===== config.mk =====
export PLATFORM = sky130hd
export DESIGN_NAME = load_use_scoreboard
export DESIGN_NICKNAME = d
export VERILOG_FILES = /design/src/rtl/load_use_scoreboard.sv
export SDC_FILE = /design/constraint.sdc
export NUM_CORES = 1
export LEC_CHECK = 0
export CELL_PAD_IN_SITES_DETAIL_PLACEMENT = 1
export CELL_PAD_IN_SITES_GLOBAL_PLACEMENT = 1
export CORE_MARGIN = 4
export CORE_UTILIZATION = 25
export DETAILED_ROUTE_END_ITERATION = 16
export GPL_TIMING_DRIVEN = 0
export PLACE_DENSITY_LB_ADDON = 0.1
export SYNTH_ARGS = -nofsm -noshare
export SYNTH_HDL_FRONTEND = slang
export SYNTH_SLANG_ARGS = --single-unit

===== constraint.sdc =====
create_clock -name clk_i -period 1.9 [get_ports clk_i]
set_input_delay 0.38 -clock clk_i [delete_from_list [all_inputs] [get_ports clk_i]]
set_output_delay 0.38 -clock clk_i [all_outputs]
set_load 0.01 [all_outputs]

===== src/rtl/load_use_scoreboard.sv =====
// load_use_scoreboard: load-use hazard detector for the ID stage.
// A load whose result is still unavailable is tracked for LOAD_LAT cycles
// after it leaves EX: first in EX itself, then in LOAD_LAT-1 pending slots.
// Any dependent reader in ID is held until the load's data is forwardable.
// Define HAZARD_STATS_EN to build the saturating stall-cycle counter;
// without it StallCnt_o is tied to zero and no counter flops exist.
module load_use_scoreboard #(
    parameter int REG_AW   = 5,
    parameter int LOAD_LAT = 2,
    parameter int CNT_W    = 16
) (
    input  logic              clk_i,
    input  logic              rst_i,
    input  logic [REG_AW-1:0] IFID_RS1_i,
    input  logic [REG_AW-1:0] IFID_RS2_i,
    input  logic              IFID_RS1Used_i,
    input  logic              IFID_RS2Used_i,
    input  logic              IDEX_MemRead_i,
    input  logic [REG_AW-1:0] IDEX_RD_i,
    input  logic              MemStall_i,
    output logic              PCWrite_o,
    output logic              Stall_o,
    output logic              NoOp_o,
    output logic [CNT_W-1:0]  StallCnt_o
);

    logic slot_hit_rs1;
    logic slot_hit_rs2;
    logic match_rs1;
    logic match_rs2;
    logic hazard;

    if (LOAD_LAT > 1) begin : g_slots
        localparam int NSLOT = LOAD_LAT - 1;

        // Slot 0 is the youngest pending load; higher indices are older.
        logic [NSLOT-1:0]             slot_vld_d, slot_vld_q;
        logic [NSLOT-1:0][REG_AW-1:0] slot_rd_d, slot_rd_q;

        // Shift the load leaving EX into the slots; freeze on a memory stall.
        always_comb begin
            slot_vld_d = slot_vld_q;
            slot_rd_d  = slot_rd_q;
            if (!MemStall_i) begin
                slot_vld_d[0] = IDEX_MemRead_i && (IDEX_RD_i != '0);
                slot_rd_d[0]  = IDEX_RD_i;
                for (int k = 1; k < NSLOT; k++) begin
                    slot_vld_d[k] = slot_vld_q[k-1];
                    slot_rd_d[k]  = slot_rd_q[k-1];
                end
            end
        end

        // Slot registers, cleared asynchronously.
        always_ff @(posedge clk_i or negedge rst_i) begin
            if (!rst_i) begin
                slot_vld_q <= '0;
                slot_rd_q  <= '0;
            end else begin
                slot_vld_q <= slot_vld_d;
                slot_rd_q  <= slot_rd_d;
            end
        end

        // Compare both ID sources against every valid pending slot.
        always_comb begin
            slot_hit_rs1 = 1'b0;
            slot_hit_rs2 = 1'b0;
            for (int k = 0; k < NSLOT; k++) begin
                if (slot_vld_q[k] && (slot_rd_q[k] == IFID_RS1_i)) slot_hit_rs1 = 1'b1;
                if (slot_vld_q[k] && (slot_rd_q[k] == IFID_RS2_i)) slot_hit_rs2 = 1'b1;
            end
        end
    end else begin : g_no_slots
        // Single-cycle latency: only the load currently in EX can conflict.
        assign slot_hit_rs1 = 1'b0;
        assign slot_hit_rs2 = 1'b0;
    end

    // Hazard detection and output priority: memory freeze beats load-use bubble.
    always_comb begin
        match_rs1 = IFID_RS1Used_i && (IFID_RS1_i != '0) &&
                    ((IDEX_MemRead_i && (IDEX_RD_i == IFID_RS1_i)) || slot_hit_rs1);
        match_rs2 = IFID_RS2Used_i && (IFID_RS2_i != '0) &&
                    ((IDEX_MemRead_i && (IDEX_RD_i == IFID_RS2_i)) || slot_hit_rs2);
        hazard    = match_rs1 || match_rs2;
        PCWrite_o = 1'b0;
        Stall_o   = 1'b0;
        NoOp_o    = 1'b0;
        // Outputs are forced low for the whole time reset is asserted.
        if (rst_i) begin
            if (MemStall_i) begin
                PCWrite_o = 1'b1;
                Stall_o   = 1'b1;
            end else if (hazard) begin
                PCWrite_o = 1'b1;
                Stall_o   = 1'b1;
                NoOp_o    = 1'b1;
            end
        end
    end

`ifdef HAZARD_STATS_EN
    localparam logic [CNT_W-1:0] CNT_ONE = CNT_W'(1);

    logic             count_en;
    logic [CNT_W-1:0] stall_cnt_d, stall_cnt_q;

    // Count bubble-inserting cycles only, saturating at all-ones.
    always_comb begin
        count_en    = hazard && !MemStall_i;
        stall_cnt_d = stall_cnt_q;
        if (count_en && (stall_cnt_q != '1)) begin
            stall_cnt_d = stall_cnt_q + CNT_ONE;
        end
    end

    // Stall counter register.
    always_ff @(posedge clk_i or negedge rst_i) begin
        if (!rst_i) begin
            stall_cnt_q <= '0;
        end else begin
            stall_cnt_q <= stall_cnt_d;
        end
    end

    assign StallCnt_o = stall_cnt_q;
`else
    assign StallCnt_o = '0;
`endif

endmodule


Word level (Yosys, flattened, before mapping)
Index checks and enable logic that the tools add are counted.
- flip-flop bits (word level): 6
- output and inout port bits: 19
- logic and storage cells: 28
- equal/unequal tests: 4
- multiplexer cells: 7
- reduce and logical (&&, ||, !) cells: 15
- operators with widths (kind ; count):
    5-bit == test ; 4
    5-bit nonzero test ; 3
    1-bit logical AND ; 9
    1-bit 2-to-1 mux ; 7
    1-bit logical OR ; 3

Longest topological paths before layout
- word-level depth: 9
- mapped depth: 6

Worst setup path after synthesis
No wires, ideal clock.
- kind: input to output
- start: input IFID_RS1_i[1]
- end: output Stall_o
- arrival time: 1462 ps
- required time: 1520 ps
- slack: 58 ps
- cell stages on the path: 5
- path buffers: 1
- path through: or4_1 o21ai_1 o22ai_1 o21a_1 buf_4
- longest elaborated chain between the ends: 9
- elaborated cells between the ends (all ways): 13
- those cells by class: eq/ne: 2; mux: 4; reduce/logical: 7
- ends and longest elaborated chain (item ; line ; source):
    from (decl) ; 14 ; input logic [REG_AW-1:0] IFID_RS1_i,
    5-bit == test ; 70 ; if (slot_vld_q[k] && (slot_rd_q[k] == IFID_RS1_i)) slot_hit_rs1 = 1'b1;
    1-bit logical AND ; 70 ;
    1-bit 2-to-1 mux ; 70 ;
    1-bit logical OR ; 83 ; ((IDEX_MemRead_i && (IDEX_RD_i == IFID_RS1_i)) || slot_hit_rs1);
    1-bit logical AND * ; 82 ; match_rs1 = IFID_RS1Used_i && (IFID_RS1_i != '0) &&
    1-bit logical OR * ; 86 ; hazard = match_rs1 || match_rs2;
    1-bit 2-to-1 mux * (3 in series) ; -- ;
    to (decl) ; 22 ; output logic Stall_o,
Mark *: on every way between the ends. The rest lies on a longest branch, timed or not.

Worst setup path after layout
- start: input IFID_RS2_i[1]
- end: output Stall_o
- longest elaborated chain between the ends: 9
- elaborated cells between the ends (all ways): 13
- those cells by class: eq/ne: 2; mux: 4; reduce/logical: 7
- ends and longest elaborated chain (item ; line ; source):
    from (decl) ; 15 ; input logic [REG_AW-1:0] IFID_RS2_i,
    5-bit == test ; 71 ; if (slot_vld_q[k] && (slot_rd_q[k] == IFID_RS2_i)) slot_hit_rs2 = 1'b1;
    1-bit logical AND ; 71 ;
    1-bit 2-to-1 mux ; 71 ;
    1-bit logical OR ; 85 ; ((IDEX_MemRead_i && (IDEX_RD_i == IFID_RS2_i)) || slot_hit_rs2);
    1-bit logical AND * ; 84 ; match_rs2 = IFID_RS2Used_i && (IFID_RS2_i != '0) &&
    1-bit logical OR * ; 86 ;
    1-bit 2-to-1 mux * ; 95 ; end else if (hazard) begin
    1-bit 2-to-1 mux * ; 92 ; if (MemStall_i) begin
    1-bit 2-to-1 mux * ; 91 ; if (rst_i) begin
Marked as above.

==> flow_summary.json <==
{
  "reg2reg_depth": 1,
  "hp-class": "in2async",
  "rows": 18,
  "rsz0062_at_grt": "true",
  "synth.ff_latch_count": 6,
  "yosysSeqAreaShare_pct": 23.44,
  "port_buffers": 22,
  "initial_core_util_pct": 26.10,
  "finalClockSkew_ns": 0,
  "grt.total_usage_pct": 11.18,
  "synth.avg_cell_area_um2": 9.284,
  "maxCapViolations": 0,
  "via_per_inst": 4.229,
  "cts-hold-fix-buffers": 0,
  "synth_flop_cell": "dfrtp_1",
  "finalHoldViolCount": 0,
  "critical_path_arrival_ns": 1.78,
  "slowest_delay_ns": 0.44,
  "crit_required_ns": 1.52,
  "setup_viol": 3,
  "synth_cell_type_count": 17,
  "dieHeight_um": 58.62,
  "synth_xor_xnor_area_share_pct": 27.34,
  "die_area_um2": 3436,
  "syn_to_final_growth_pct": 58.98,
  "p_leak_uw": 0.0004759,
  "power_density_nw_per_um2": 451.0,
  "synth.area.mux_share_pct": 8.789,
  "path_delay_family": "buffers and inverters",
  "diodes": 0,
  "synth_compound_area_share_pct": 8.008,
  "worst-path-buf-inv": 3,
  "worstPathMaxFanout": 3,
  "cp-start-kind": "input port",
  "totalWireLength_um": 1808,
  "synth_fa_ha_area_share_pct": 0,
  "final_cells": 140,
  "drt_iter0_drc": 2,
  "die_x_um": 58.62,
  "clock_latency_ns": 0.24,
  "status": "finished with violations",
  "slew_viol_final": 0,
  "cts_made_buffers": 3,
  "rrSetupSlack_ns": 1.08,
  "setup_tns_ns": -0.6634,
  "gp_congestion": 0.8056,
  "num_vias": 592,
  "post-route-min-period_ns": 2.159,
  "async_flop_share_pct": 100.0,
  "grt_max_degree": 10,
  "antenna_found_initial": 0,
  "yosys.area_share.simple_pct": 11.33,
  "synth_top_family_by_area": "XOR/XNOR gates",
  "yosysWarningCount": 0,
  "synth_commonest_cells": "buf_4 (17), xor2_1 (16), dfrtp_1 (6)",
  "peakVddDrop_v": 0.0002850,
  "grt_first_pass_wirelength_um": 2884,
  "timing.final.crit_share_pct": 113.6,
  "synth_edf_count": 0,
  "avgRoutedWirePerCell_um": 12.91,
  "cpMaxStageDelayCell": "or4_4",
  "synthMostInstantiatedCell": "buf_4",
  "grt-ovfl-total": 0,
  "netlist_area_um2": 640.6,
  "drive_above_1_share_pct": 41.82,
  "core_um2": 2455,
  "path_clk_slew_ns": 0.04,
  "setup.worst_path.end_class": "primary output",
  "ant_nets": 0,
  "crit_chain": "dlygate4sd2_1, or4_4, o21ai_4, o22ai_2, o21a_1, buf_4, buf_6",
  "yosysTopAreaCellShare_pct": 23.44,
  "cts_max_path_buffers": 2,
  "grt_pass1_vias": 649,
  "synth_top_area_cell": "dfrtp_1",
  "cp.depth": 7,
  "num_io_pins": 40,
  "cts_tree": "yes",
  "worst_slack_ns": -0.2587,
  "nFillCells": 298,
  "placed_cells": 136,
  "firstDrtPassIters": 2,
  "synthTopCellsByArea": "dfrtp_1 (23%), xor2_1 (22%), buf_4 (20%), mux2_2 (8.8%), xnor2_1 (5.5%)",
  "fmax_mhz": 463.2,
  "clock-sinks": 6,
  "clock-root-buffer": "clkbuf_4",
  "worstSetupPathType": "in2out",
  "syn_inst": 69,
  "drc": 0,
  "post-dp-hpwl_um": 1539,
  "htreeDepth": 1,
  "nets": 133,
  "violations": "negative setup slack"
}
==> through the flow <==
stage | cell area, µm² | hold slack [ns] | total power [µW] | setup WS (ns) | utilization (%)
floorplan | 696.9 | 0.08441 | 255.8 | 0.05815 | -
global placement | 954.7 | 0.5176 | 331.8 | -0.9815 | 38.89
detailed placement | 954.7 | 0.5169 | 336.4 | -0.9874 | 38.89
CTS | 988.4 | 0.4067 | 455.3 | -0.2979 | 40.27
global route | 1018 | 0.4167 | 496.2 | -0.3639 | 41.49
finish | 1018 | 0.4057 | 459.4 | -0.2587 | 41.49
==> cells by family after synthesis <==
logic type             count (synthesis)
AO/OA/AOI/OAI                          8
XOR/XNOR                              20
buffers and inverters                 18
flip-flops                             6
multiplexers                           5
other                                  1
AND/OR/NAND/NOR                       11
==> sequential cells by signal, indices dropped and copies added, names as in the netlist <==
signal / cells
g_slots.slot_rd_q: 5
g_slots.slot_vld_q: 1
==> cell type report <==
class	count	area [µm²]	area share, %
Tap cell	30	37.54	3.685
Clock buffer	3	22.52	2.211
Buffer	18	131.4	12.90
Timing Repair Buffer	23	206.4	20.27
Sequential cell	6	150.1	14.74
Multi-Input combinational cell	60	470.5	46.19
==> final timing paths <==
path,startpoint,end
min,rst_i,g_slots.slot_rd_q[3]
max in group asynchronous,rst_i,g_slots.slot_rd_q[4]
min in group clk_i,g_slots.slot_vld_q,g_slots.slot_vld_q
max,IFID_RS2_i[1],Stall_o
min reg2reg,g_slots.slot_vld_q,g_slots.slot_vld_q
max reg2reg,g_slots.slot_rd_q[2],g_slots.slot_rd_q[2]
==> cell usage in the layout, fill, tap and decap left out <==
cell and instances:
buf_4 17, conb_1 16, xor2_1 15, dfrtp_1 6, dlygate4sd2_1 6, mux2_2 5, clkdlybuf4s15_2 5, buf_2 5
xnor2_1 4, clkdlybuf4s50_1 4, nor4_2 3, clkbuf_4 3, or4_4 2, and2_1 2, a32oi_1 2, o21ai_0 2
buf_6 2, clkbuf_1 1, o21ai_2 1, o21ai_4 1, xor2_2 1, nor4_1 1, o22ai_2 1, and3b_1 1
o21a_1 1, or4_1 1, nand2_1 1, clkdlybuf4s15_1 1
==> power breakdown <==
group          internal, µW  switching [µW]  leakage (µW)
Sequential              141            15.6     0.0000707
Combinational           102            86.5      0.000391
Clock                  71.3            43.4     0.0000138
==> routing by layer <==
metal	routed length (µm)	GRT usage, %	vias to the layer above
met5	0	0	-
met4	40	5.825	0
met3	146	1.754	6
met2	889	18.82	25
met1	731	13.67	274
li1	-	-	287
==> repair_timing <==
item / in CTS / in global routing
setup buffers: 1 / 0
setup endpoints to repair: 3 / 3
pin swaps: 9 / 2
resized for setup: 54 / 5
Power figures use the tool's default switching activity.
